**config.mk**
```make
export PLATFORM = sky130hd
export DESIGN_NAME = ifft_butterfly
export DESIGN_NICKNAME = d
export VERILOG_FILES = /design/src/rtl/ifft_butterfly.sv
export SDC_FILE = /design/constraint.sdc
export NUM_CORES = 2
export LEC_CHECK = 0
export BUFFER_PORTS_ARGS = -buffer_cell sky130_fd_sc_hd__buf_4
export CAP_MARGIN = 30
export CORE_MARGIN = 1.5
export CORE_UTILIZATION = 60
export CTS_BUF_LIST = sky130_fd_sc_hd__clkbuf_8 sky130_fd_sc_hd__clkbuf_16
export DETAILED_ROUTE_END_ITERATION = 8
export MAX_ROUTING_LAYER = met4
export PLACE_DENSITY_LB_ADDON = 0.05
export REMOVE_ABC_BUFFERS = 1
export SYNTH_ARGS = -nofsm -noshare
export SYNTH_HDL_FRONTEND = slang
export SYNTH_SLANG_ARGS = --single-unit
export TNS_END_PERCENT = 5
```
**constraint.sdc**
```tcl
create_clock -name clk -period 8.1 [get_ports clk]
set_input_delay 1.62 -clock clk [delete_from_list [all_inputs] [get_ports clk]]
set_output_delay 1.62 -clock clk [all_outputs]
set_load 0.02 [all_outputs]
```
**src/rtl/ifft_butterfly.sv**
```systemverilog
// Radix-2 DIF inverse butterfly: Out1 = A + B, Out2 = (A - B) * conj(W), three-stage valid/ready pipeline.
// Define IFFT_SCALE_EN to apply a 1/2 scale per stage ahead of output saturation.
module ifft_butterfly #(
  parameter int WIDTH  = 16,
  parameter int FRAC_W = 15
) (
  input  logic                    clk,
  input  logic                    rst,
  input  logic                    in_valid,
  output logic                    in_ready,
  input  logic signed [WIDTH-1:0] A_real,
  input  logic signed [WIDTH-1:0] A_imag,
  input  logic signed [WIDTH-1:0] B_real,
  input  logic signed [WIDTH-1:0] B_imag,
  input  logic signed [WIDTH-1:0] Twiddle_real,
  input  logic signed [WIDTH-1:0] Twiddle_imag,
  output logic                    out_valid,
  input  logic                    out_ready,
  output logic signed [WIDTH-1:0] Out1_real,
  output logic signed [WIDTH-1:0] Out1_imag,
  output logic signed [WIDTH-1:0] Out2_real,
  output logic signed [WIDTH-1:0] Out2_imag,
  output logic                    ovf,
  input  logic                    clr_ovf
);
  localparam int SW = WIDTH + 1;
  localparam int PW = 2 * WIDTH + 1;
  localparam int RW = WIDTH + 3;
  localparam logic signed [PW-1:0] RND  = PW'(1) <<< (FRAC_W - 1);
  localparam logic signed [RW-1:0] SMAX = RW'((1 << (WIDTH - 1)) - 1);
  localparam logic signed [RW-1:0] SMIN = -SMAX - RW'(1);

  logic adv;
  assign adv      = !out_valid || out_ready;
  assign in_ready = adv;

  logic                    v1, v2;
  logic signed [SW-1:0]    s1_sum_r, s1_sum_i, s1_dif_r, s1_dif_i;
  logic signed [WIDTH-1:0] s1_w_r, s1_w_i;
  logic signed [SW-1:0]    s2_sum_r, s2_sum_i;
  logic signed [RW-1:0]    s2_o2_r, s2_o2_i;

  function automatic logic signed [SW-1:0] sx(input logic signed [WIDTH-1:0] x);
    return SW'(x);
  endfunction

  // Each partial product is rounded on its own before the cross terms are combined.
  function automatic logic signed [RW-1:0] rmul(input logic signed [SW-1:0] d,
                                                input logic signed [WIDTH-1:0] w);
    logic signed [PW-1:0] p;
    p = PW'(d) * PW'(w);
    return RW'((p + RND) >>> FRAC_W);
  endfunction

  function automatic logic signed [RW-1:0] scl(input logic signed [RW-1:0] x);
`ifdef IFFT_SCALE_EN
    return (x + RW'(1)) >>> 1;
`else
    return x;
`endif
  endfunction

  function automatic logic clips(input logic signed [RW-1:0] x);
    return (x > SMAX) || (x < SMIN);
  endfunction

  function automatic logic signed [WIDTH-1:0] sat(input logic signed [RW-1:0] x);
    if (x > SMAX) return WIDTH'(SMAX);
    else if (x < SMIN) return WIDTH'(SMIN);
    else return WIDTH'(x);
  endfunction

  logic signed [RW-1:0] m_rr, m_ii, m_ir, m_ri;
  assign m_rr = rmul(s1_dif_r, s1_w_r);
  assign m_ii = rmul(s1_dif_i, s1_w_i);
  assign m_ir = rmul(s1_dif_i, s1_w_r);
  assign m_ri = rmul(s1_dif_r, s1_w_i);

  logic signed [RW-1:0] y1r, y1i, y2r, y2i;
  logic                 clip_any;
  assign y1r      = scl(RW'(s2_sum_r));
  assign y1i      = scl(RW'(s2_sum_i));
  assign y2r      = scl(s2_o2_r);
  assign y2i      = scl(s2_o2_i);
  assign clip_any = clips(y1r) || clips(y1i) || clips(y2r) || clips(y2i);

  always_ff @(posedge clk or posedge rst) begin
    if (rst) begin
      v1        <= 1'b0;
      v2        <= 1'b0;
      out_valid <= 1'b0;
      s1_sum_r  <= '0;
      s1_sum_i  <= '0;
      s1_dif_r  <= '0;
      s1_dif_i  <= '0;
      s1_w_r    <= '0;
      s1_w_i    <= '0;
      s2_sum_r  <= '0;
      s2_sum_i  <= '0;
      s2_o2_r   <= '0;
      s2_o2_i   <= '0;
      Out1_real <= '0;
      Out1_imag <= '0;
      Out2_real <= '0;
      Out2_imag <= '0;
      ovf       <= 1'b0;
    end else begin
      if (adv) begin
        v1        <= in_valid;
        s1_sum_r  <= sx(A_real) + sx(B_real);
        s1_sum_i  <= sx(A_imag) + sx(B_imag);
        s1_dif_r  <= sx(A_real) - sx(B_real);
        s1_dif_i  <= sx(A_imag) - sx(B_imag);
        s1_w_r    <= Twiddle_real;
        s1_w_i    <= Twiddle_imag;
        v2        <= v1;
        s2_sum_r  <= s1_sum_r;
        s2_sum_i  <= s1_sum_i;
        s2_o2_r   <= m_rr + m_ii;
        s2_o2_i   <= m_ir - m_ri;
        out_valid <= v2;
        Out1_real <= sat(y1r);
        Out1_imag <= sat(y1i);
        Out2_real <= sat(y2r);
        Out2_imag <= sat(y2i);
      end
      // A clip landing in the same cycle as clr_ovf keeps the flag set.
      if (adv && v2 && clip_any) ovf <= 1'b1;
      else if (clr_ovf) ovf <= 1'b0;
    end
  end
endmodule

```
* Yosys cells after proc, flatten, opt, wreduce, memory -nomap -nowiden
Index checks and enable logic that the tools add are counted.
** Cells by class
- $add $sub $neg :: 10
- $mul :: 4
- Divide/modulo/power cells :: 0
- Order comparisons :: 8
- Eq/ne operators :: 0
- Shift operators :: 0
- Multiplexer cells :: 10
- Bitwise operators :: 0
- Reductions and logical operators :: 12
** Operators with widths (number)
- $add 33x16->33 const B :: 4
- $mul 17x16->33 :: 4
- $mux 16 :: 8
- $gt 19x16->1 const B :: 2
- $lt 19x16->1 const B :: 2
- $add 16x16->17 :: 2
- $gt 17x16->1 const B :: 2
- $lt 17x16->1 const B :: 2
- $sub 16x16->17 :: 2
- $add 18x18->19 :: 1
- $sub 18x18->19 :: 1
- $logic_or 1x1->1 :: 8
- $logic_and 1x1->1 :: 2
- $mux 1 :: 2
- $reduce_bool 2->1 :: 1
- $logic_not 1->1 :: 1
** Storage, ports and cells
- Register bits :: 240
- Latch bits :: 0
- RAM bits :: 0
- Bits in read-only memories :: 0
- Input bits :: 101
- Memories :: 0

* Depth between registers and ports, before layout
- Depth in word-level cells :: 7
- Mapped depth :: 35

* Worst setup path before layout
OpenSTA, ideal clock, no wires.
- Kind :: reg-to-reg
- Start :: register s1_w_r[1]
- End :: register s2_o2_r[17]
- Arrival time :: 7597 ps
- Data required time :: 8017 ps
- Path slack :: 421 ps
- Cell stages (with the launch flop) :: 31
- Cells stage by stage :: dfrtp_1 -> clkbuf_1 -> nand2_1 -> fa_1 -> fa_1 -> fa_1 -> inv_1 -> fa_1 -> fa_1 -> inv_1 -> fa_1 -> inv_1 -> ha_1 -> a21o_1 -> a21o_1 -> a21oi_1 -> o21bai_1 -> o41a_1 -> o211a_1 -> o21a_1 -> o21a_1 -> nor2_1 -> xnor2_1 -> ha_1 -> nand4_1 -> or3b_2 -> a31o_2 -> o2111ai_1 -> a21oi_1 -> xor2_1 -> o21ai_0
** On the way
- Longest elaborated chain between the ends :: 3
** Ends and longest elaborated chain
- from (decl) :: line 39 : logic signed [WIDTH-1:0] s1_w_r, s1_w_i;
- from (signal assigned) :: line 114 : s1_w_r <= Twiddle_real;
- $mul 17x16->33 :: line 51 : p = PW'(d) * PW'(w);
- $add 33x16->33 :: line 52 : return RW'((p + RND) >>> FRAC_W);
- $add 18x18->19 :: line 119 : s2_o2_r <= m_rr + m_ii;
- to (signal assigned) :: line 119
- to (decl) :: line 41 : logic signed [RW-1:0] s2_o2_r, s2_o2_i;
No other way between the ends.
A chain may end at the register's enable or synchronous reset.

* Worst setup path after layout
- Start :: register s1_dif_r[6]
- End :: register s2_o2_r[14]
** On the way
- Longest elaborated chain between the ends :: 3
** Ends and longest elaborated chain
- from (decl) :: line 38 : logic signed [SW-1:0] s1_sum_r, s1_sum_i, s1_dif_r, s1_dif_i;
- from (signal assigned) :: line 112 : s1_dif_r <= sx(A_real) - sx(B_real);
- $mul 17x16->33 :: line 51
- $add 33x16->33 :: line 52
- $add 18x18->19 :: line 119
No other way between the ends.

==> flow_summary_export.csv <==
group,metric,value,unit
synthesis,muxShareOfSynthArea,0.00145,
critical_path,crit_top_cell,"fa_1",
cts,cts_hold_buf,0,
place,numPortBuffers,167,
detailed_routing,drtIter0Drc,2564,
critical_path,critPathTopFamily,"adder cells",
floorplanning,die_w,299,µm
critical_path,cp-start-kind,"flip-flop",
synthesis,syn-cell-area,52700,µm²
global_route,antenna_found_initial,0,
cts,htree_num_levels,1,
hold_path,min_path_type,"reg2reg",
synthesis,synth_fa_ha_area_frac,0.521,
run,drv_cap,0,
hold_path,min_from,"s2_sum_i[6]",
floorplanning,dieHeight,299,µm
global_route,grtUsageMet3,0.0404,
detailed_routing,antenna_left,0,
layout,final_nets,7858,
floorplanning,coreArea,86900,µm²
synthesis,async_reset_ff_frac,1.00,
detailed_routing,vias_per_cell,5.29,
global_route,grt-busiest-layer,"met2",
critical_path,startpoint,"s1_dif_r[6]",
cts,numCtsBuffers,29,
sta,hold_viol,0,
critical_path,slowest_delay,550,ps
sta,setup_viol,0,
sta,max_slew_margin,0.278,
synthesis,yosysSeqAreaShare,0.113,
cts,clk_pin_slew_worst_paths,70,ps
cts,clkSinkCount,238,
cts,cts_tree,"yes",
synthesis,syn_avg_cell_area,8.93,µm²
floorplanning,rows,108,
detailed_routing,drc,0,
sta,fmax,125,MHz
synthesis,synth_compound_area_frac,0.0596,
synthesis,synth_top_family_by_area,"adder cells",
detailed_routing,vias,39200,
cts,root_buffer,"clkbuf_16",
cts,cts_buffer_depth,3,
detailed_routing,routedWlPerCell,18.0,µm
synthesis,synth_edf_count,0,
sta,fin_tns_setup,0,ps
critical_path,critical_path_buf_inv_count,10,
synthesis,ys_ff_latch,238,
detailed_routing,drt-pass1-iter-count,5,
critical_path,crit_path_max_fanout,7,
global_route,grt-ovfl-total,0,
sta,fin_crit_sh,0.990,
detailed_routing,drt-total-wl,134000,µm
floorplanning,dieArea,89600,µm²
sta,worstMarginPinSlew,1060,ps
global_route,grt_use_met1,0.447,
global_route,grt_pass1_wl,220000,µm
layout,final_common_cell,"inv_1",
floorplanning,start_util,0.606,
critical_path,timing.rr.start,"s1_dif_r[6]",
critical_path,crit_slowest_cell,"fa_1",
synthesis,yosys.cell_types.count,62,
sta,fin_crit,8020,ps
sta,fin_worst_skew,15.7,ps
synthesis,synth-simple-area-share,0.162,
layout,syn2layout_area_growth,12.6,%
place,dp_hpwl,112000,µm
global_route,grt_max_degree,217,
layout,antenna_cells,0,
sta,final_max_slew_viol_count,0,
outcome,status,"finished clean",
critical_path,worstSetupPathType,"reg2reg",
synthesis,synth-xor-area-share,0.0288,
sta,grt_setup_unrepaired,"yes",
cts,clkLatencyLatePin,600,ps
layout,mostFrequentLayoutCells,"1,320 x inv_1, 1,103 x fa_1, 954 x nand2_1",
synthesis,synthFlopType,"dfrtp_1",
critical_path,cp-end-kind,"flip-flop",
critical_path,worstPathArrival,8520,ps
global_route,grt_pass1_vias,41000,
floorplanning,io_pins,168,
layout,drive_gt1_frac,0.120,
critical_path,cp.required,8610,ps
synthesis,syn_inst,5895,
global_route,met2_usage,0.501,
global_route,grt_usage,0.322,
place,gp_congestion,0.957,
synthesis,ys_warn_count,0,
[registers in the layout, summed over array words and instances (netlist names), 17 cells and up]
register	cells
s2_o2_i	19
s2_o2_r	19
s1_dif_i	17
s1_sum_r	17
s2_sum_i	17
s2_sum_r	17
[layer usage]
metal	vias to the layer above	share of wire
li1	18100	-
met3	158	0.065
met1	19900	0.43
met4	0	0.037
met5	-	0
met2	1048	0.47
[layout make-up]
class,instances,area (µm²)
sequential,238,5980
inverter,1318,4960
fill,7169,27600
tap,1155,1450
clock inverter,19,151
multi-input combinational,4056,41200
timing repair buffer,588,4880
clock buffer,30,739
[stage by stage]
stage	hold WS, ps	util	instance area, µm²	setup WS, ps	cells
3_3_place_gp	446	0.663	57600	-158	7327
6_report	464	0.683	59300	82.2	7404
2_1_floorplan	433	-	51600	-12000	5612
5_1_grt	486	0.683	59300	-250	7404
4_1_cts	464	0.675	58700	-5.66	7381
3_5_place_dp	450	0.663	57600	-337	7327
[tightest hold or removal path, delay by kind of cell, from the launching register on]
family	cells	cell delay [ps]
flops	1	340
simple gates	2	100
[path summary, 6_finish.rpt]
| check | endpoint | cells after the start | slack, ps |
|---|---|---|---|
| setup / recovery | s2_o2_r[14] | 33 | 80 |
| hold / removal | s2_sum_i[6] | 2 | 460 |
| setup reg to reg | s2_o2_r[14] | 33 | 80 |
| hold reg to reg | s2_sum_i[6] | 2 | 460 |
| max in group asynchronous | s1_dif_r[5] | 3 | 5550 |
| min in group asynchronous | s2_sum_i[14] | 2 | 1150 |
[what timing repair did]
action                                  in CTS  in global routing
resized for setup                           36                105
cloned                                       0                  1
endpoints found under the setup margin      11                 17
pin swaps                                   12                 62
setup buffers                                5                 24
[cells by family after synthesis]
kind of cell             after synthesis
buffers and inverters               1601
multiplexers                           7
XOR/XNOR                             173
AO/OA/AOI/OAI                        526
AND/OR/NAND/NOR                     1824
flip-flops                           238
adder cells (fa/ha/maj)             1526
[cell usage after synthesis, types with 5 or more instances]
cell       count  area share
o21a_1         8      0.0011
nor3b_1       10      0.0014
o31ai_1       22      0.0031
o211ai_1      11      0.0016
a211oi_1      17      0.0024
nor3_1        47      0.0045
o21bai_1      18      0.0026
a211o_1        5     0.00083
o311ai_0       5     0.00083
or2_2          5     0.00059
a21boi_0       5     0.00071
a2111oi_0      9      0.0015
nor2_1       160       0.011
nand2_1      955       0.068
a31oi_1        7     0.00083
inv_1       1315       0.094
nor2b_1       24      0.0029
fa_1        1110        0.42
or3_1         21      0.0025
a21oi_1      149       0.014
buf_1          8     0.00057
o21ai_0      202       0.019
a21o_1        30      0.0043
and3_1        19      0.0023
and2_1       481       0.057
clkbuf_1     275       0.020
xnor2_1      127       0.021
mux2_2         5      0.0011
xor2_1        46      0.0076
nand4_1       13      0.0015
dfrtp_1      238        0.11
ha_1         416       0.099
nand2b_1      39      0.0046
nand3_1       37      0.0035
Power is left out: the tool's default activity adds up to more than one toggle a clock period on the data nets, which glitch-free logic cannot reach.
